File: config.mk
export PLATFORM = sky130hd
export DESIGN_NAME = mul_sched_flat
export DESIGN_NICKNAME = d
export VERILOG_FILES = /design/src/rtl/mul_pkg.sv /design/src/rtl/mul_sched_if.sv /design/src/rtl/mul_sched_dp.sv /design/src/rtl/mul_sched.sv /design/src/flat_wrapper.sv
export SDC_FILE = /design/constraint.sdc
export NUM_CORES = 1
export LEC_CHECK = 0
export BUFFER_PORTS_ARGS = -buffer_cell sky130_fd_sc_hd__buf_2
export CAP_MARGIN = 20
export CORE_MARGIN = 1
export CORE_UTILIZATION = 30
export CTS_CLUSTER_DIAMETER = 150
export DETAILED_ROUTE_END_ITERATION = 16
export GPL_ROUTABILITY_DRIVEN = 0
export MAX_ROUTING_LAYER = met4
export PLACE_DENSITY = 0.57
export SYNTH_ARGS = -nofsm -noshare
export SYNTH_HDL_FRONTEND = slang
export SYNTH_SLANG_ARGS = --single-unit
File: constraint.sdc
create_clock -name clk -period 3.07 [get_ports clk]
set_input_delay 0 -clock clk [delete_from_list [all_inputs] [get_ports clk]]
set_output_delay 0 -clock clk [all_outputs]
set_load 0.03 [all_outputs]
File: src/rtl/mul_pkg.sv
// mul_pkg: definitions shared by the shift-add multiplier scheduler.
//   state_t     : scheduler states (IDLE, RUN)
//   REQ0 / REQ1 : requester id values carried on done_id
//   DEF_WIDTH   : default operand width
package mul_pkg;

   localparam int DEF_WIDTH = 4;

   typedef enum logic {
      IDLE = 1'b0,
      RUN  = 1'b1
   } state_t;

   localparam logic REQ0 = 1'b0;
   localparam logic REQ1 = 1'b1;

endpackage

File: src/rtl/mul_sched_if.sv
// mul_sched_if: bundle between the two operand sources and the multiplier
// scheduler.
//   req0/a0/b0, req1/a1/b1 : requests and operands (source -> scheduler)
//   gnt0/gnt1              : one-cycle operand-capture pulses
//   busy                   : multiply in progress
//   done/done_id/op        : result pulse, owning requester, product
// master = operand source side, slave = scheduler side.
interface mul_sched_if
   import mul_pkg::*;
#(
   parameter int WIDTH = DEF_WIDTH
);

   logic               req0;
   logic [WIDTH-1:0]   a0;
   logic [WIDTH-1:0]   b0;
   logic               gnt0;
   logic               req1;
   logic [WIDTH-1:0]   a1;
   logic [WIDTH-1:0]   b1;
   logic               gnt1;
   logic               busy;
   logic               done;
   logic               done_id;
   logic [2*WIDTH-1:0] op;

   modport master (
      output req0, a0, b0, req1, a1, b1,
      input  gnt0, gnt1, busy, done, done_id, op
   );

   modport slave (
      input  req0, a0, b0, req1, a1, b1,
      output gnt0, gnt1, busy, done, done_id, op
   );

endinterface

File: src/rtl/mul_sched_dp.sv
// mul_sched_dp: shift-add multiplier datapath (WIDTH >= 2).
//   clk       : clock
//   ld        : load A <- a_in, P <- {0, b_in}, clear step counter
//   step      : one add/shift step
//   a_in/b_in : winning requester's operands
//   p_next    : value P takes on a step edge (the product on the last step)
//   last_step : current step is the final one (cnt == WIDTH-1)
module mul_sched_dp
   import mul_pkg::*;
#(
   parameter int WIDTH = DEF_WIDTH
) (
   input  logic               clk,
   input  logic               ld,
   input  logic               step,
   input  logic [WIDTH-1:0]   a_in,
   input  logic [WIDTH-1:0]   b_in,
   output logic [2*WIDTH-1:0] p_next,
   output logic               last_step
);

   localparam int CW = (WIDTH > 1) ? $clog2(WIDTH) : 1;

   logic [WIDTH-1:0]   a_q;
   logic [2*WIDTH-1:0] p_q;
   logic [CW-1:0]      cnt_q;
   logic [WIDTH:0]     sum;

   // Keeping the adder carry as the new top bit means the upper half never
   // overflows; after WIDTH steps P holds the full 2*WIDTH-bit product.
   assign sum       = {1'b0, p_q[2*WIDTH-1:WIDTH]} + {1'b0, (p_q[0] ? a_q : '0)};
   assign p_next    = {sum, p_q[WIDTH-1:1]};
   assign last_step = (cnt_q == CW'(WIDTH - 1));

   // NOTE: no reset on the datapath registers; every job starts with ld, and
   // the controller ignores them outside RUN.
   always_ff @(posedge clk) begin
      if (ld) begin
         a_q   <= a_in;
         p_q   <= {{WIDTH{1'b0}}, b_in};
         cnt_q <= '0;
      end else if (step) begin
         p_q   <= p_next;
         cnt_q <= cnt_q + 1'b1;
      end
   end

endmodule

File: src/rtl/mul_sched.sv
// mul_sched: round-robin scheduler sharing one shift-add multiplier between
// two requesters.
//   clk : clock, rising edge
//   rst : synchronous active-high reset
//   bus : mul_sched_if.slave (requests/operands in; grants, busy, done,
//         done_id, op out, all registered)
module mul_sched
   import mul_pkg::*;
#(
   parameter int WIDTH = DEF_WIDTH
) (
   input  logic       clk,
   input  logic       rst,
   mul_sched_if.slave bus
);

   state_t             state;
   logic               last_id;
   logic               owner;
   logic               any_req;
   logic               win;
   logic [WIDTH-1:0]   a_win;
   logic [WIDTH-1:0]   b_win;
   logic               ld;
   logic               step;
   logic [2*WIDTH-1:0] p_next;
   logic               last_step;

   assign any_req = bus.req0 | bus.req1;
   // Under contention the requester not granted last wins.
   assign win     = (bus.req0 & bus.req1) ? ~last_id : bus.req1;
   assign a_win   = win ? bus.a1 : bus.a0;
   assign b_win   = win ? bus.b1 : bus.b0;
   assign ld      = (state == IDLE) & any_req;
   assign step    = (state == RUN);

   mul_sched_dp #(.WIDTH(WIDTH)) u_dp (
      .clk       (clk),
      .ld        (ld),
      .step      (step),
      .a_in      (a_win),
      .b_in      (b_win),
      .p_next    (p_next),
      .last_step (last_step)
   );

   // NOTE: all state and output registers use non-blocking assignments so
   // every read in this block sees the pre-edge value.
   always_ff @(posedge clk) begin
      if (rst) begin
         state       <= IDLE;
         last_id     <= REQ1;   // favour requester 0 after reset
         owner       <= REQ0;
         bus.gnt0    <= 1'b0;
         bus.gnt1    <= 1'b0;
         bus.busy    <= 1'b0;
         bus.done    <= 1'b0;
         bus.done_id <= 1'b0;
         bus.op      <= '0;
      end else begin
         bus.gnt0 <= 1'b0;
         bus.gnt1 <= 1'b0;
         bus.done <= 1'b0;
         case (state)
            IDLE: begin
               if (any_req) begin
                  state    <= RUN;
                  owner    <= win;
                  last_id  <= win;
                  bus.gnt0 <= (win == REQ0);
                  bus.gnt1 <= (win == REQ1);
                  bus.busy <= 1'b1;
               end
            end
            RUN: begin
               if (last_step) begin
                  state       <= IDLE;
                  bus.busy    <= 1'b0;
                  bus.done    <= 1'b1;
                  bus.done_id <= owner;
                  bus.op      <= p_next;
               end
            end
            default: state <= IDLE;
         endcase
      end
   end

endmodule

File: src/flat_wrapper.sv
// flat-port wrapper written by rule: the top's interface ports become plain ports
module mul_sched_flat import mul_pkg::*;
#(
   parameter int WIDTH = DEF_WIDTH
)
  (clk, rst, bus_req0, bus_a0, bus_b0, bus_req1, bus_a1, bus_b1, bus_gnt0, bus_gnt1, bus_busy, bus_done, bus_done_id, bus_op);
  mul_sched_if #(.WIDTH(WIDTH)) bus_i ();
  input  logic clk;
  input  logic rst;
  input wire logic [$bits(bus_i.req0)-1:0] bus_req0;
  input wire logic [$bits(bus_i.a0)-1:0] bus_a0;
  input wire logic [$bits(bus_i.b0)-1:0] bus_b0;
  input wire logic [$bits(bus_i.req1)-1:0] bus_req1;
  input wire logic [$bits(bus_i.a1)-1:0] bus_a1;
  input wire logic [$bits(bus_i.b1)-1:0] bus_b1;
  output wire logic [$bits(bus_i.gnt0)-1:0] bus_gnt0;
  output wire logic [$bits(bus_i.gnt1)-1:0] bus_gnt1;
  output wire logic [$bits(bus_i.busy)-1:0] bus_busy;
  output wire logic [$bits(bus_i.done)-1:0] bus_done;
  output wire logic [$bits(bus_i.done_id)-1:0] bus_done_id;
  output wire logic [$bits(bus_i.op)-1:0] bus_op;
  assign bus_i.req0 = bus_req0;
  assign bus_i.a0 = bus_a0;
  assign bus_i.b0 = bus_b0;
  assign bus_i.req1 = bus_req1;
  assign bus_i.a1 = bus_a1;
  assign bus_i.b1 = bus_b1;
  assign bus_gnt0 = bus_i.gnt0;
  assign bus_gnt1 = bus_i.gnt1;
  assign bus_busy = bus_i.busy;
  assign bus_done = bus_i.done;
  assign bus_done_id = bus_i.done_id;
  assign bus_op = bus_i.op;
  mul_sched #(.WIDTH(WIDTH)) u_core (.clk(clk), .rst(rst), .bus(bus_i));
endmodule
==> summary.txt, run 1 <==
Cells and area
  • Nets: about 190
  • Fin area: 0.00158 mm2
  • Layout area overhead: 20.6%
  • Register area: 681 um2
  • # diodes: 0
  • Final Core Density: 0.386
  • Share of cells above drive strength 1: 0.276
  • Area of the multi-input gates: 568 um2
  • Layout Cells excl Fill: ~210
  • Fill count: 443

Routing
  • DR iter-0 viols: 30
  • DR pass1 iterations: 4
  • Via count: about 1000
  • DR WL/cell: 11.6 um
  • Residual DRC: 0
  • Final ANT Viol Nets: 0
  • Drt via density: 4.57
  • Final WL: 2470 um

Clock tree
  • CTS tree: done
  • Clock Sinks: 30
  • Post-CTS Resized: 0
  • CTS Buffer Depth: 2
  • CTS root buf: clkbuf_8
  • Number of H-tree levels: 2
  • Clock latency on the worst-skew pair: 0.27 ns
  • CTS Hold Bufs: 0
  • CTS buffer count: 5
  • Post-CTS setup buffer count: 0
  • Clock Pin Slew Worst Setup and Hold Paths: 0.07 ns

Logic synthesis
  • Synth warn: 0
  • Area leader, netlist: dfxtp_1
  • Synth Instances: 129
  • Post-synthesis net count: ~160
  • Yosys top cell area share: 0.337
  • Avg Inst Size Synth: 10.1 um2
  • Yosys reg bits: 30
  • Syn Std Cell Area: 0.00131 mm2
  • Post-synthesis sequential area ratio: 0.520
  • Netlist cell types: 36
  • Synth area leaders: dfxtp_1, edfxtp_1, nand2_1, ha_1, a21oi_1

Global routing
  • Global-route wire length before repair: 4110 um
  • Total GRT Usage: 0.125
  • Grt ovf: 0
  • Largest net degree at the start of global routing: 19
  • Vias in the first global route: 966
  • Initial antenna violation count: 0

Hold path
  • Hold path cells: 2
  • Hold path start: bus_a1[0]
  • HP Class: input pin to flop

Pwr
  • Peak supply drop: 0.000328 V
  • P_leak: between 0.6 and 0.7 nW
  • Sw Ratio: 0.265
  • Combinational share of power: 0.154
  • Pwr/cell area: between 500 and 600 mW/mm2
  • Clock Power Share: 0.329
  • Seq pwr share: 0.517
  • Internal power: 662 uW
  • Sw Pwr: 239 uW

Floorplan
  • IO Count: 33
  • Row count: 23
  • Die H: 68.1 um
  • DIE WIDTH: 68.1 um
  • Starting Density: 0.320
  • Die footprint: 0.00463 mm2
  • Core box area: 0.00409 mm2

Setup path
  • Worst EP arrival: 1.95 ns
  • Critical path origin: u_core.u_dp.p_q[0]
  • Crit path max-delay cell type: or4_1
  • Worst setup EP type: flop
  • Crit path cell chain: nand2_1, inv_1, ha_1, a21o_1, a21oi_1, or4_1, nand3_1
  • Reg2reg path depth: 7
  • CP required: 3.28 ns
  • Critical path startpoint category: flop
  • Worst r2r src: u_core.u_dp.p_q[0]
  • Crit Path Class: flop to flop
  • Max stage delay on crit path: about 0.48 ns
  • CP Max Fanout: 4

Timing
  • Worst-Margin Slew: 0.720 ns
  • Max Clock Freq: 575 MHz
  • Final Critical Period: 1.74 ns
  • # setup viols final: 0
  • Ratio of final minimum period to clock period: 0.567
  • Worst Skew: approximately 0.0056 ns
  • RSZ-0062 raised after global routing: no
  • Final Hold Vio Count: 0
  • Final setup TNS: 0 ns
  • Slew HR: 0.517
  • Fin. max-slew vios: 0
  • Hold WS: ~0.028 ns

Flow run
  • Max-cap violation count: 0

Status
  • Status: completed

Place
  • Input/output buffers: 32
  • HPWL Detailed: 1840 um
  • Post-Place Cells: 205
  • Cell area after placement: 0.00150 mm2
-- power by group through the flow --
stage	Combinational (mW)	Clock, mW	Sequential, mW
after floorplan	0.0930	0	0.479
after global placement	0.138	0	0.473
after detailed placement	0.141	0	0.474
after CTS	0.141	0.299	0.466
after global routing	0.155	0.319	0.471
final	0.138	0.296	0.466
-- flip-flops by register name, indices dropped and copies added (netlist names) --
| register | count |
|---|---|
| u_core.owner | 1 |
| u_core.state | 1 |
| u_core.u_dp.p_q | 8 |
| u_core.u_dp.cnt_q | 2 |
| u_core.bus.gnt0 | 1 |
| u_core.bus.op | 8 |
| u_core.u_dp.a_q | 4 |
| u_core.bus.busy | 1 |
| u_core.bus.gnt1 | 1 |
| u_core.bus.done | 1 |
| u_core.bus.done_id | 1 |
| u_core.last_id | 1 |
-- cells in the mapped netlist --
master,number
a21o_1,2
o21bai_1,1
nand3b_1,1
a211oi_1,1
dfxtp_1,22
nand4b_1,1
nand2_2,1
nor3_4,1
and2_1,4
nor3b_1,1
a311oi_1,1
buf_2,3
clkbuf_1,2
mux2_4,3
buf_6,1
inv_1,7
a21oi_1,9
nor2_1,6
nor3_1,2
nand3_1,1
nand2_1,22
xor2_1,1
edfxtp_1,8
mux2i_1,4
fa_1,1
a22oi_1,1
a22o_1,1
nor2b_1,1
or4_1,1
mux2_2,1
o21a_1,1
o21ai_0,9
o21ai_1,1
and2_4,1
ha_1,5
xnor2_1,1
-- cell families (layout without fill, tap and decap cells) --
logic type / count (synthesis) / count (layout) / synth area share
AOI/OAI and AO/OA: 27 / 27 / 0.120
xor gates and xnor gates: 2 / 2 / 0.0134
adders and majority gates: 6 / 6 / 0.0631
buffers and inverters: 13 / 47 / 0.0459
DFF: 30 / 30 / 0.520
muxes: 8 / 8 / 0.0736
and+or+nand+nor: 43 / 43 / 0.163
-- through the flow --
step                total power [mW]  setup WS [ns]
global route                   0.945           1.19
finish                         0.901           1.33
floorplan                      0.572           1.50
global placement               0.611           1.37
detailed placement             0.615           1.36
CTS                            0.906           1.34
-- area by class of cell --
cell class / instances / share of cell area
sequential: 30 / 0.431
multi-input combinational: 86 / 0.360
timing repair buffer: 32 / 0.101
clock buffer: 6 / 0.0460
tap: 50 / 0.0396
inverter: 7 / 0.0166
clock inverter: 2 / 0.00555
-- critical path: cells and delay by family, from the launching register on --
kind / cells / cell delay (ns)
and+or+nand+nor: 3 / 0.72
DFF: 1 / 0.42
adders and majority gates: 1 / 0.27
AOI/OAI and AO/OA: 2 / 0.22
buffers and inverters: 1 / 0.06
-- placed cells by master (no fill, tap or decap), types with 2 or more instances in the layout --
master | netlist | layout
a21o_1 | 2 | 2
nor3_1 | 2 | 2
nor2_1 | 6 | 6
nand2_1 | 22 | 22
mux2i_1 | 4 | 4
o21ai_0 | 9 | 9
ha_1 | 5 | 5
mux2_4 | 3 | 3
and2_1 | 4 | 4
buf_2 | 3 | 32
a21oi_1 | 9 | 9
dfxtp_1 | 22 | 22
clkbuf_8 | 0 | 5
inv_1 | 7 | 7
edfxtp_1 | 8 | 8
-- path summary, 6_finish.rpt --
| kind | end | slack (ns) |
|---|---|---|
| worst max-delay path | u_core.bus.op[6] | 1.33 |
| worst min-delay path | u_core.u_dp.a_q[0] | 0.03 |
| worst max register to register | u_core.bus.op[6] | 1.33 |
| worst min register to register | u_core.bus.op[2] | 0.45 |
-- layer usage --
layer,wire (um),share of wire,track usage,vias to the layer above
met5,0,0,-,-
met4,10,0.0041,0.0521,0
met1,1210,0.49,0.153,436
li1,-,-,-,507
met2,1110,0.45,0.188,29
met3,137,0.056,0.0417,2
(Power assumes the default switching activity.)
==> run 2: changes to the inputs <==
==> constraint.sdc (replaced) <==
create_clock -name clk -period 1.75 [get_ports clk]
set_input_delay 0 -clock clk [delete_from_list [all_inputs] [get_ports clk]]
set_output_delay 0 -clock clk [all_outputs]
set_load 0.03 [all_outputs]
==> summary.txt, run 2 (synthesized netlist as in run 1, its figures left out) <==
Status
  • Status: completed

Clock tree
  • CTS root buf: clkbuf_8
  • Number of H-tree levels: 2
  • Clock Sinks: 30
  • CTS tree: done
  • Clock Pin Slew Worst Setup and Hold Paths: roughly 0.07 ns
  • Post-CTS setup buffer count: 0
  • CTS buffer count: 5
  • Clock latency on the worst-skew pair: 0.29 ns
  • CTS Buffer Depth: 2

Timing
  • Final Critical Period: ~1.7 ns
  • Final Hold Vio Count: 0
  • Worst-Margin Slew: about 0.33 ns
  • Final setup TNS: 0 ns
  • RSZ-0062 raised after global routing: no
  • Slew HR: 0.780
  • Max Clock Freq: 599 MHz
  • Fin. max-slew vios: 0
  • Worst Skew: 0.00773 ns
  • # setup viols final: 0
  • Ratio of final minimum period to clock period: 0.953

Cells and area
  • Most frequent cells in the layout: buf_2, dfxtp_1, nand2_1
  • Largest registers: u_core.bus.op: 8 flops, u_core.u_dp.p_q: 8 flops, u_core.u_dp.a_q: 4 flops
  • Fill count: about 420
  • Most common cell after layout, fill and taps aside: buf_2
  • Layout area overhead: 24.6%
  • Share of cells above drive strength 1: 0.315
  • Nets: 190
  • # diodes: 0

Hold path
  • Hold Path End: u_core.u_dp.a_q[0]
  • HP Class: input pin to flop
  • Hold path start: bus_a1[0]
  • Hold path cells: 2

Floorplan
  • IO Count: 33
  • Core box area: 0.00409 mm2
  • Starting Density: 0.320
  • Row count: 23
  • DIE WIDTH: 68.1 um
  • Die H: 68.1 um
  • Die footprint: 0.00463 mm2

Routing
  • DR iter-0 viols: 12
  • Drt via density: about 4.7
  • Final ANT Viol Nets: 0
  • DR WL/cell: roughly 12 um
  • DR pass1 iterations: 2
  • Via count: 1003
  • Final WL: roughly 2700 um
  • Residual DRC: 0

Pwr
  • P_leak: around 0.72 nW
  • Pwr/cell area: between 1000 and 1500 mW/mm2
  • Peak supply drop: 0.000518 V
  • Final Power: approximately 1.8 mW

Setup path
  • Reg2reg path depth: 7
  • Worst setup EP type: flop
  • Crit Path Class: flop to flop
  • Worst r2r src: u_core.u_dp.p_q[0]
  • Critical path startpoint category: flop
  • Worst R2R Setup Slack: 0.08 ns
  • CP required: 1.98 ns
  • FF-to-FF End: u_core.bus.op[6]
  • CP Max Fanout: 4
  • Worst EP arrival: 1.90 ns

Place
  • HPWL Detailed: 1920 um
  • Input/output buffers: 32

Global routing
  • Total GRT Usage: 0.135
  • Largest net degree at the start of global routing: 19
  • Global-route wire length before repair: 4220 um
  • Vias in the first global route: just under 1000
  • Initial antenna violation count: 0
  • Grt ovf: 0

Flow run
  • Max-cap violation count: 0
## run 2: critical path, stage by stage (launching register included)
cell,delay [ns]
edfxtp_1,0.42
nand2_2,0.11
inv_1,0.05
ha_1,0.27
a21o_1,0.13
a21oi_2,0.08
or4_1,0.47
nand3_1,0.09
## run 2: layout make-up
cell class	count	area, um2	share of cell area
Sequential cell	30	681	0.417
Multi-Input combinational cell	86	577	0.354
Timing Repair Buffer	34	175	0.107
Clock buffer	5	68.8	0.0422
Tap cell	50	62.6	0.0384
Clock inverter	3	40.0	0.0246
Inverter	7	26.3	0.0161
## run 2: through the flow
step | instances | cell area [um2] | hold slack (ns) | setup WS (ns) | utilization
final | 215 | 1630 | 0.00687 | 0.0815 | 0.399
after global routing | 215 | 1630 | 0.00677 | 0.00563 | 0.399
after CTS | 215 | 1620 | 0.00418 | 0.0380 | 0.397
after floorplan | 129 | 1310 | 0.186 | 0.179 | -
after global placement | 207 | 1510 | 0.303 | 0.122 | 0.370
after detailed placement | 207 | 1510 | 0.307 | 0.0616 | 0.370
## run 2: metal layers
metal | global-route usage | part of all wire
met5 | - | 0
met2 | 0.203 | 0.47
met1 | 0.140 | 0.44
met3 | 0.0533 | 0.061
met4 | 0.102 | 0.029
## run 2: worst max path at each step
stage / from / end / slack (ns)
6_report: u_core.u_dp.p_q[0] / u_core.bus.op[6] / 0.08
5_1_grt: u_core.u_dp.p_q[0] / u_core.bus.op[6] / 0.006
4_1_cts: u_core.u_dp.p_q[0] / u_core.bus.op[7] / 0.04
3_5_place_dp: u_core.u_dp.p_q[0] / u_core.bus.op[7] / 0.06
3_3_place_gp: u_core.u_dp.p_q[0] / u_core.bus.op[6] / 0.12
2_1_floorplan: u_core.u_dp.p_q[0] / u_core.bus.op[6] / 0.18
## run 2: power breakdown
group | internal, mW | switching, mW | total, mW | leakage, nW
logic | 0.111 | 0.146 | 0.257 | 0.405
registers | 0.783 | 0.0369 | 0.820 | 0.261
clock network | 0.418 | 0.271 | 0.690 | 0.0579
total | 1.31 | 0.454 | 1.77 | 0.725
## run 2: repair_timing
action / in CTS / in global routing
resized for setup: 0 / 4
endpoints found under the setup margin: 0 / 5
endpoints found under the hold margin: 0 / 0
hold buffers: 0 / 0
